File: src/rtl/uart_pkg.sv
// Shared definitions for the UART transmit arbiter slice.
// Holds the arbiter FSM state encoding and the default channel header base.
// Imported by uart_tx_arbiter; rr_arbiter is parameter-only and needs nothing here.
package uart_pkg;

  typedef enum logic [2:0] {
    IDLE      = 3'd0,
    SEND_HDR  = 3'd1,
    WAIT_HDR  = 3'd2,
    SEND_DATA = 3'd3,
    WAIT_DATA = 3'd4
  } arb_state_t;

  // Header byte sent ahead of each payload is HDR_BASE | requester index.
  localparam logic [7:0] HDR_BASE_DEFAULT = 8'hA0;

endpackage

File: src/rtl/rr_arbiter.sv
// Round-robin winner select: one-hot grant to the first requester after last_grant.
// Latency: purely combinational, no state held here.
// Backpressure: none; the caller decides whether the grant is actually taken.
module rr_arbiter #(
  parameter int NUM_REQ = 4
) (
  input  logic [NUM_REQ-1:0]         req,
  input  logic [$clog2(NUM_REQ)-1:0] last_grant,
  output logic [NUM_REQ-1:0]         grant
);

  localparam int IDW = $clog2(NUM_REQ);

  logic [IDW-1:0] cand;
  logic           found;

  // Walk from last_grant+1 upward with wrap; the first pending requester wins.
  always_comb begin
    grant = '0;
    found = 1'b0;
    cand  = '0;
    for (int k = 1; k <= NUM_REQ; k++) begin
      cand = IDW'((int'(last_grant) + k) % NUM_REQ);
      if (!found && req[cand]) begin
        grant[cand] = 1'b1;
        found       = 1'b1;
      end
    end
  end

endmodule

File: src/rtl/uart_tx_arbiter.sv
// Shares one UART transmitter among NUM_REQ requesters, optionally prefixing a channel header byte.
// Latency: accept-to-trigger 1 cycle; o_done one cycle after the payload's i_tx_done.
// Backpressure: grants only in IDLE while the transmitter is idle; o_req_ready is the one-hot accept.
module uart_tx_arbiter
  import uart_pkg::*;
#(
  parameter int         NUM_REQ      = 4,
  parameter int         PAYLOAD_BITS = 8,
  parameter int         HDR_EN       = 1,
  parameter logic [7:0] HDR_BASE     = HDR_BASE_DEFAULT
) (
  input  logic                            clk,
  input  logic                            reset_n,
  input  logic [NUM_REQ-1:0]              i_req_valid,
  input  logic [NUM_REQ*PAYLOAD_BITS-1:0] i_req_data,
  output logic [NUM_REQ-1:0]              o_req_ready,
  output logic                            o_tx_trig,
  output logic [PAYLOAD_BITS-1:0]         o_tx_data,
  input  logic                            i_tx_busy,
  input  logic                            i_tx_done,
  output logic                            o_busy,
  output logic                            o_done,
  output logic [$clog2(NUM_REQ)-1:0]      o_done_id
);

  localparam int IDW = $clog2(NUM_REQ);

  arb_state_t              state_q, state_d;
  logic [IDW-1:0]          last_grant_q;
  logic [IDW-1:0]          idx_q;
  logic [IDW-1:0]          win_idx;
  logic [PAYLOAD_BITS-1:0] data_q;
  logic [PAYLOAD_BITS-1:0] win_data;
  logic [PAYLOAD_BITS-1:0] hdr_byte;
  logic [NUM_REQ-1:0]      rr_grant;
  logic                    grant_en;
  logic                    done_d;

  rr_arbiter #(
    .NUM_REQ (NUM_REQ)
  ) u_rr (
    .req        (i_req_valid),
    .last_grant (last_grant_q),
    .grant      (rr_grant)
  );

  // Decode the one-hot winner into an index and pick out its byte.
  always_comb begin
    win_idx  = '0;
    win_data = '0;
    for (int i = 0; i < NUM_REQ; i++) begin
      if (rr_grant[i]) begin
        win_idx  = IDW'(i);
        win_data = i_req_data[i*PAYLOAD_BITS +: PAYLOAD_BITS];
      end
    end
  end

  assign hdr_byte = PAYLOAD_BITS'(HDR_BASE) | PAYLOAD_BITS'(idx_q);
  assign o_busy   = (state_q != IDLE);

  // Next-state and per-state outputs; ready is forced low while reset is held.
  always_comb begin
    state_d     = state_q;
    grant_en    = 1'b0;
    done_d      = 1'b0;
    o_req_ready = '0;
    o_tx_trig   = 1'b0;
    o_tx_data   = '0;
    case (state_q)
      IDLE: begin
        if (reset_n && (|i_req_valid) && !i_tx_busy) begin
          grant_en    = 1'b1;
          o_req_ready = rr_grant;
          state_d     = (HDR_EN != 0) ? SEND_HDR : SEND_DATA;
        end
      end
      SEND_HDR: begin
        o_tx_trig = 1'b1;
        o_tx_data = hdr_byte;
        state_d   = WAIT_HDR;
      end
      WAIT_HDR: begin
        o_tx_data = hdr_byte;
        if (i_tx_done) state_d = SEND_DATA;
      end
      SEND_DATA: begin
        o_tx_trig = 1'b1;
        o_tx_data = data_q;
        state_d   = WAIT_DATA;
      end
      WAIT_DATA: begin
        o_tx_data = data_q;
        if (i_tx_done) begin
          done_d  = 1'b1;
          state_d = IDLE;
        end
      end
      default: state_d = IDLE;
    endcase
  end

  // State register plus the grant/latch and completion-pulse registers.
  always_ff @(posedge clk or negedge reset_n) begin
    if (!reset_n) begin
      state_q      <= IDLE;
      last_grant_q <= IDW'(NUM_REQ - 1);
      idx_q        <= '0;
      data_q       <= '0;
      o_done       <= 1'b0;
      o_done_id    <= '0;
    end else begin
      state_q <= state_d;
      o_done  <= done_d;
      if (done_d) o_done_id <= idx_q;
      if (grant_en) begin
        last_grant_q <= win_idx;
        idx_q        <= win_idx;
        data_q       <= win_data;
      end
    end
  end

endmodule
File: config.mk
export PLATFORM = sky130hd
export DESIGN_NAME = uart_tx_arbiter
export DESIGN_NICKNAME = d
export VERILOG_FILES = /design/src/rtl/uart_pkg.sv /design/src/rtl/rr_arbiter.sv /design/src/rtl/uart_tx_arbiter.sv
export SDC_FILE = /design/constraint.sdc
export NUM_CORES = 1
export LEC_CHECK = 0
export BUFFER_PORTS_ARGS = -buffer_cell sky130_fd_sc_hd__buf_2
export CORE_ASPECT_RATIO = 0.9
export CORE_MARGIN = 3
export CORE_UTILIZATION = 50
export CTS_CLUSTER_SIZE = 30
export DETAILED_ROUTE_END_ITERATION = 6
export PLACE_DENSITY_LB_ADDON = 0.1
export SLEW_MARGIN = 20
export SYNTH_ARGS = -nofsm -noshare
export SYNTH_HDL_FRONTEND = slang
export SYNTH_SLANG_ARGS = --single-unit
File: constraint.sdc
create_clock -name clk -period 4.05 [get_ports clk]
set_clock_uncertainty 0.15 [all_clocks]
set_input_delay 0.405 -clock clk [delete_from_list [all_inputs] [get_ports clk]]
set_output_delay 0.405 -clock clk [all_outputs]
set_load 0.02 [all_outputs]
# Word-level counts from Yosys, hierarchy flattened

Index checks and enable logic that the tools add are counted.

Memories: 0
ROM bits: 0
Memory bits (writable): 0
Output and inout port bits: 17
Bits of input ports: 40
Bits in registers: 18
Latch bits: 0

Shift-type cells: 0
Equal/unequal tests: 7
Bitwise logic cells: 3
Add/subtract/negate cells: 4
Reductions and logical operators: 20
Magnitude comparators: 8
Mux-type cells: 42
Multipliers: 0
Divide/modulo/power cells: 0

Operators by type and width:

| operator              | number |
|---|---|
| $mux W8               | 4 |
| $mux W4               | 6 |
| $mux W1               | 17 |
| $pmux W8 S2           | 1 |
| $pmux W3 S5           | 1 |
| $lt A2 B3 Y1 const B  | 4 |
| $or A4 B4 Y4          | 3 |
| $logic_and A1 B1 Y1   | 9 |
| $mux W3               | 3 |
| $bmux W1 S2           | 4 |
| $demux W1 S2          | 4 |
| $ge A2 B1 Y1 const B  | 4 |
| $eq A3 B2 Y1 const B  | 2 |
| $ne A2 B2 Y1 const B  | 3 |
| $reduce_or A2 Y1      | 3 |
| $add A2 B1 Y2 const B | 2 |
| $add A2 B2 Y2 const B | 2 |
| $logic_not A1 Y1      | 4 |
| $mux W2               | 2 |
| $reduce_or A4 Y1      | 1 |
| $eq A3 B1 Y1 const B  | 1 |
| $eq A3 B3 Y1 const B  | 1 |
| $logic_not A3 Y1      | 1 |
| $reduce_and A3 Y1     | 1 |
| $reduce_bool A3 Y1    | 1 |

# Depth between registers and ports, before layout

Gate-level depths: netlist (run 1).

Word-level depth: 17
Mapped depth: 11
Mapped depth without buffers: 8

# Cells and area by module

A second synthesis (run 1) with hierarchy kept.

Cell total of the unflattened synthesis: 140
Area total of the unflattened synthesis: 1,395.1 sq um

By module, submodules not included:

| module          | area each (sq um) | cells an instance | times used |
|---|---|---|---|
| uart_tx_arbiter | 1,037.2           | 102               | 1 |
| rr_arbiter      | 357.8             | 38                | 1 |

# Worst setup path after synthesis (run 1)

Ideal clock, no wire load.

Path type: register to output
From: register last_grant_q[1]
To: output o_req_ready[2]
Data required time: 3,495 ps
Arrival: 2,760 ps
Cell stages (with the launch flop): 9
Buffers on the path: 2
Path slack: 735 ps
Path through: dfstp_2 -> clkbuf_1 -> inv_1 -> ha_1 -> mux4_2 -> buf_2 -> a211oi_1 -> a2bb2oi_1 -> nor2_1

Cells in the longest elaborated chain, start to end: 15
Elaborated cells between the ends (all ways): 50
Classes of those cells: 4 x add/sub; 8 x order compare; 25 x mux; 3 x bitwise; 10 x reduce/logical

Ends and longest elaborated chain:

| element                                                               | RTL line               | text |
|---|---|---|
| start, declared                                                       | uart_tx_arbiter.sv:29  | `logic [IDW-1:0] last_grant_q;` |
| start signal, assigned                                                | uart_tx_arbiter.sv:107 | `last_grant_q <= IDW'(NUM_REQ - 1);` |
| start signal, assigned                                                | uart_tx_arbiter.sv:117 | `last_grant_q <= win_idx;` |
| parallel branches: the longest is 12 deep, another holds $lt A2 B3 Y1 | -                      |  |
| $mux W4 *                                                             | rr_arbiter.sv:24       | `if (!found && req[cand]) begin` |
| $mux W4 *                                                             | uart_tx_arbiter.sv:72  | `if (reset_n && (\|i_req_valid) && !i_tx_busy) begin` |
| $mux W4 *                                                             | uart_tx_arbiter.sv:70  | `case (state_q)` |
| end, declared                                                         | uart_tx_arbiter.sv:16  | `output logic [NUM_REQ-1:0] o_req_ready,` |

Every way passes the cells marked *. The select of a mux whose other input is x is not followed.

# Final worst setup path (run 1)

From: register last_grant_q[0]
To: output o_req_ready[3]

The elaborated chain is that of the path after synthesis.

==> results of run 1 <==
[metal layers]
| layer | routed length, um | up-vias | part of all wire (%) |
|---|---|---|---|
| met5 | 0 | - | 0 |
| met4 | 90 | 0 | 2.1 |
| met3 | 336 | 9 | 7.8 |
| met2 | 2055 | 74 | 48 |
| met1 | 1802 | 735 | 42 |
| li1 | - | 767 | - |
[sequential cells by signal (all words and copies together) (netlist names)]
name,cells
state_q,3
data_q,8
o_done_id,2
idx_q,2
last_grant_q,2
o_done,1
[logic make-up (layout without fill, tap and decap cells)]
kind of cell | after synthesis | after routing
flops | 18 | 18
buf+inv | 11 | 68
xor+xnor | 1 | 1
simple gates | 62 | 62
mux | 9 | 9
compound gates | 58 | 58
fa+ha+maj | 8 | 8
[per-stage QoR]
step	hold WS, ps	total power, mW	setup slack [ps]	instance area, sq um
3_3_place_gp	209.5	1.374	776.7	1854
6_report	186.0	1.532	290.7	1901
2_1_floorplan	-40.59	1.130	734.9	1549
4_1_cts	184.0	1.527	302.1	1901
3_5_place_dp	217.8	1.402	525.3	1854
5_1_grt	183.2	1.651	32.75	1901
[synth_stat cells (2+ instances only)]
cell	instances
a2111oi_1	8
a21boi_0	8
a21o_1	3
a21oi_1	13
a22o_1	4
and2_1	6
buf_2	2
buf_6	2
clkbuf_1	2
dfrtp_1	16
dfstp_2	2
ha_1	8
inv_1	5
mux2_2	2
mux2i_1	4
mux4_2	3
nand2_1	16
nand2b_1	2
nand3b_1	2
nor2_1	11
nor2b_1	2
nor4b_1	3
nor4bb_1	3
o221ai_1	8
o22ai_1	2
o41a_1	2
or3_1	9
[final timing paths]
kind,slack (ps),end,start
max in group asynchronous,3000,last_grant_q[1]$_DFFE_PN1P_,reset_n
min in group asynchronous,410,data_q[0]$_DFFE_PN0P_,reset_n
max reg2reg,500,data_q[7]$_DFFE_PN0P_,last_grant_q[0]$_DFFE_PN1P_
min,190,state_q[2]$_DFFE_PN0P_,i_tx_done
max,290,o_req_ready[3],last_grant_q[0]$_DFFE_PN1P_
min reg2reg,370,o_done_id[1]$_DFFE_PN0P_,o_done_id[1]$_DFFE_PN0P_
[power by group through the flow]
| stage | clock, mW | combinational [mW] | sequential (mW) |
|---|---|---|---|
| floorplan | 0 | 0.785 | 0.345 |
| global placement | 0 | 1.01 | 0.361 |
| detailed placement | 0 | 1.03 | 0.370 |
| CTS | 0.117 | 1.04 | 0.366 |
| global route | 0.126 | 1.14 | 0.381 |
| finish | 0.114 | 1.05 | 0.365 |
[area by class of cell]
type / instances / area, sq um
fillers: 239 / 959.7
repair buffers: 59 / 305.3
well taps: 40 / 50.05
clock buffers: 4 / 36.28
multi-input cells: 138 / 1037
inverters: 5 / 18.77
flip-flops and latches: 18 / 452.9
[critical path, stage by stage (launching register included)]
cell and delay [ps]:
dfstp_2 720, inv_1 170, ha_1 410, mux4_2 450, nor2_1 300, a21o_1 310
nor2_1 200, nor2_1 150, buf_2 180
[repair_timing]
item | CTS | global route
hold endpoints to repair | 16 | 0
hold buffers | 1 | 0
setup endpoints to repair | 0 | 0
[layout by cell type, fill, tap and decap left out, drive strengths merged, types with 3 or more instances in the layout]
| master | count |
|---|---|
| buf | 58 |
| a22o | 4 |
| a21o | 3 |
| clkbuf | 4 |
| mux4 | 3 |
| inv | 5 |
| nor2 | 11 |
| dfrtp | 16 |
| a21oi | 13 |
| nand2 | 16 |
| nor4bb | 3 |
| o221ai | 8 |
| ha | 8 |
| or3 | 10 |
| a21boi | 9 |
| nor4b | 3 |
| a2111oi | 8 |
| mux2i | 4 |
| and2 | 6 |
==> reports/summary.txt, run 1 <==
Chip Width: 64.67 um
Core Area: 2860 sq um
leading area contributor after synthesis: dfrtp_1
I/O Buffers: 56
Yosys reg bits: 18
gpl congestion: 0.8639
Yosys cell types: 46
Leakage Power: 0.8996 nW
GR Layer Usage met2: 38.38%
vias in the first global route: 1501
CP Capture Type: output port
TritonRoute pass-1 iters: 5
dominant cells by area after synthesis: dfrtp_1, ha_1, a2111oi_1
Max Buffers Root-to-Sink: 2
mux cell area share after synthesis: 8.401%
die height: 58.81 um
PwrDens: 806.3 nW/um^2
Seq pwr share: 23.8%
Synth Area in Compound Gates: 28.76%
cells after synthesis: 167
total wire length: 4285 um
Synthesis Warnings: 0
async set or reset register ratio after synthesis: 100.0%
met3 Resource Use GR: 5.153%
Placed Cells: 259
Gate power share: 68.7%
main combinational cell family by area after synthesis: compound AO/OA/AOI/OAI gates
synthesis-to-finish area growth: 22.70%
ANT cells: 0
Setup crit start kind: flip-flop
boundary pin count: 57
Final #Nets: 273
unrepaired setup endpoints after global routing: false
GR peak layer: met2
Worst Hold Class: in -> reg
fin util: 66.45%
setup TNS: 0 ps
final hold vios: 0
Final min period: 3759 ps
DR iter-0 viols: 87
status: finished, final reports clean
switching power: 791.5 uW
CTS Sinks: 18
antenna-violating nets left: 0
number of setup buffers added after CTS: 0
number of synthesized flops with an enable pin: 0
Slew @ Worst Pin: 798.1 ps
ys flop type: dfrtp_1
Peak Freq: 266.0 MHz
XOR/XNOR share of the synthesized area: 0.5654%
Clock Latency Late Sink: 300 ps
R2R cell count: 8
largest net degree at the start of global routing: 22
Crit Path Class: reg -> out
CTS tree: yes
share of cells above drive strength 1: 31.70%
H-tree levels: 1
Std-Cell Rows: 18
Slew Viols, Final: 0
clock power share: 7.4%
GR met1 Demand/Resource: 30.65%
Initial Util: 54.16%
post-CTS sizing: 0
Worst VDD drop: 0.3922 mV
Syn Area/Cell: 9.275 sq um
Synth Net Count: 215
crit share post-route: 92.82%
Slew HR: 46.79%
Yosys top cell area share: 25.85%
internal cell power: 740.9 uW
routed vias/inst: 6.004
Seq/Total Area, Yosys: 29.24%
switching share of power: 51.65%
Worst-path clk slew: 100 ps
crit-path max FO: 16
dpl hpwl: 3280 um
wire per inst: 16.23 um
CP Data Arrival Time: 3200 ps
MaxCap Viol Count: 0
Setup-failing EPs final: 0
Die Area: 3803 sq um
post-route insts no fill: 264
Num CTS Buffers: 3
clock root buffer: clkbuf_4
hold path cells: 2
Worst Path Required: 3490 ps
drc violations: 0
first-pass GRT wire length: 6851 um
Simple-Gate Fraction of Synth Area: 22.78%
Tot GR Track Use: 23.36%
grt ovf: 0
via count: 1585
antenna violations before repair: 0
Mapped Area: 1549 sq um
post-synthesis adder-cell area fraction: 6.462%
(Power assumes the default switching activity.)
==> inputs of run 2 (changes only) <==
--- a/config.mk
+++ b/config.mk
@@ -8,7 +8,7 @@
 export BUFFER_PORTS_ARGS = -buffer_cell sky130_fd_sc_hd__buf_2
 export CORE_ASPECT_RATIO = 0.9
 export CORE_MARGIN = 3
-export CORE_UTILIZATION = 50
+export CORE_UTILIZATION = 45
 export CTS_CLUSTER_SIZE = 30
 export DETAILED_ROUTE_END_ITERATION = 6
 export PLACE_DENSITY_LB_ADDON = 0.1
==> constraint.sdc (replaced) <==
create_clock -name clk -period 3.11 [get_ports clk]
set_clock_uncertainty 0.15 [all_clocks]
set_input_delay 0.311 -clock clk [delete_from_list [all_inputs] [get_ports clk]]
set_output_delay 0.311 -clock clk [all_outputs]
set_load 0.02 [all_outputs]
==> reports/summary.txt, run 2 (synthesized netlist as in run 1, its figures left out) <==
crit share post-route: 97.03%
Tot GR Track Use: 23.83% (+0.47 points)
antenna-violating nets left: 0 (unchanged)
vias in the first global route: 1570 (+4.6%)
Peak Freq: 331.4 MHz
H-tree levels: 1 (unchanged)
most frequent cells in the layout: buf_2, nand2_1, dfrtp_1
leading registers by flop count: data_q: 8 flops, state_q: 3 flops
most common cell after layout, fill and taps aside: buf_2
Slowest Stage Delay on Critical Path: 530 ps (-190 ps)
Max Buffers Root-to-Sink: 2 (unchanged)
setup ws final: 92.33 ps (-198.3 ps)
setup TNS: 0 ps (unchanged)
Worst VDD drop: 0.5795 mV (+48%)
switching share of power: 49.66% (-2.0 points)
Crit Path Class: reg -> reg
Worst-path clk slew: 70 ps (-30 ps)
worst slack, placed: 95.69 ps (-429.6 ps)
clock power share: 8.4% (+1.0 points)
PwrDens: 1107 nW/um^2 (+37%)
Worst Path Required: 3090 ps (-400 ps)
antenna violations before repair: 0 (unchanged)
Setup crit start kind: flip-flop
switching power: 1.148 mW (+45%)
crit-path max FO: 10 (-6)
CTS Sinks: 18 (unchanged)
boundary pin count: 57 (unchanged)
CP Data Arrival Time: 3000 ps (-200 ps)
Gate power share: 72.9% (+4.2 points)
Clock Latency Late Sink: 250 ps (-50 ps)
unrepaired setup endpoints after global routing: true
ANT cells: 0 (unchanged)
Std-Cell Rows: 19 (+1)
Die Area: 4183 sq um (+10%)
Cell Chain, Critical Path: inv_1, ha_4, mux4_2, nor4bb_4, a21o_1, or3_1, a2111oi_1, a21oi_1
Final min period: 3018 ps
Final #Nets: 283 (+3.7%)
routed vias/inst: 5.949 (-0.91%)
Num CTS Buffers: 3 (unchanged)
first-pass GRT wire length: 7438 um (+8.6%)
Slew Viols, Final: 0 (unchanged)
via count: 1642 (+3.6%)
dpl hpwl: 3531 um (+7.7%)
Chip Width: 67.85 um (+4.9%)
CP Capture Type: flip-flop
clock root buffer: clkbuf_8
largest net degree at the start of global routing: 21 (-4.5%)
Setup-failing EPs final: 0 (unchanged)
wire per inst: 16.98 um (+4.6%)
Critical-path top delay cell: dfstp_2
Seq pwr share: 18.7% (-5.1 points)
Core Area: 3162 sq um (+11%)
Most flops, register: data_q
gpl congestion: 0.9794 (+13%)
total wire length: 4686 um (+9.4%)
final hold vios: 0 (unchanged)
fin util: 66.05% (-0.40 points)
drc violations: 0 (unchanged)
status: finished, final reports clean
Initial Util: 48.99% (-5.2 points)
Worst Hold Class: in -> reg
grt ovf: 0 (unchanged)
DR iter-0 viols: 85 (-2.3%)
max reg flops: 8 (unchanged)
Slew @ Worst Pin: 564.6 ps (-233.5 ps)
Slew HR: 62.14% (+15 points)
die height: 61.66 um (+4.9%)
TritonRoute pass-1 iters: 4 (-1)
CTS tree: yes
Leakage Power: 0.9729 nW (+8.1%)
synthesis-to-finish area growth: 34.81%
I/O Buffers: 56 (unchanged)
share of cells above drive strength 1: 40.17% (+8.5 points)
Hold Slack: 113.8 ps (-72.22 ps)
MaxCap Viol Count: 0 (unchanged)
internal cell power: 1.164 mW (+57%)
-- run 2: power groups by stage --
stage	sequential [mW]	combinational, mW	clock [mW]
after floorplan	0.449	1.04	0
after global placement	0.429	1.42	0
after detailed placement	0.436	1.45	0
after CTS	0.432	1.51	0.200
after global routing	0.451	1.84	0.208
final	0.431	1.69	0.195
-- run 2: final cells by class --
class / instances / area [sq um]
Clock buffer: 4 / 55.05
Fill cell: 268 / 1074
Inverter: 5 / 18.77
Multi-Input combinational cell: 138 / 1126
Sequential cell: 18 / 452.9
Tap cell: 42 / 52.55
Timing Repair Buffer: 69 / 382.9
-- run 2: path summary, 6_finish.rpt --
path	from	endpoint	slack, ps	cells after the start
max	last_grant_q[1]$_DFFE_PN1P_	data_q[6]$_DFFE_PN0P_	90	8
min	i_tx_done	state_q[2]$_DFFE_PN0P_	110	2
max reg2reg	last_grant_q[1]$_DFFE_PN1P_	data_q[6]$_DFFE_PN0P_	90	8
min reg2reg	idx_q[0]$_DFFE_PN0P_	idx_q[0]$_DFFE_PN0P_	370	1
max in group asynchronous	reset_n	last_grant_q[1]$_DFFE_PN1P_	2140	3
min in group asynchronous	reset_n	data_q[1]$_DFFE_PN0P_	400	3
-- run 2: per-layer routing --
layer / routed length (um) / global-route usage, %
met3: 375 / 5.839
met5: 0 / 0
met1: 2072 / 33.03
met4: 45 / 6.516
met2: 2193 / 37.31
-- run 2: what timing repair did --
item / in CTS / in global routing
hold buffers: 1 / 0
resized for setup: 2 / 15
buffers inserted: 3 / 1
endpoints found under the setup margin: 1 / 14
pin swaps: 0 / 2
hold endpoints to repair: 16 / 0
-- run 2: worst max-delay path: cells and delay by family (launching register included) --
| family | cells | cell delay, ps |
|---|---|---|
| simple gates | 2 | 720 |
| fa+ha+maj | 1 | 330 |
| mux | 1 | 350 |
| compound gates | 3 | 710 |
| flops | 1 | 530 |
| buf+inv | 1 | 110 |
-- run 2: stage by stage --
stage | instances | power (mW) | area (sq um)
after floorplan | 167 | 1.489 | 1556
after CTS | 275 | 2.143 | 2003
after global placement | 267 | 1.852 | 1908
final | 276 | 2.311 | 2088
after global routing | 276 | 2.496 | 2088
after detailed placement | 267 | 1.884 | 1908
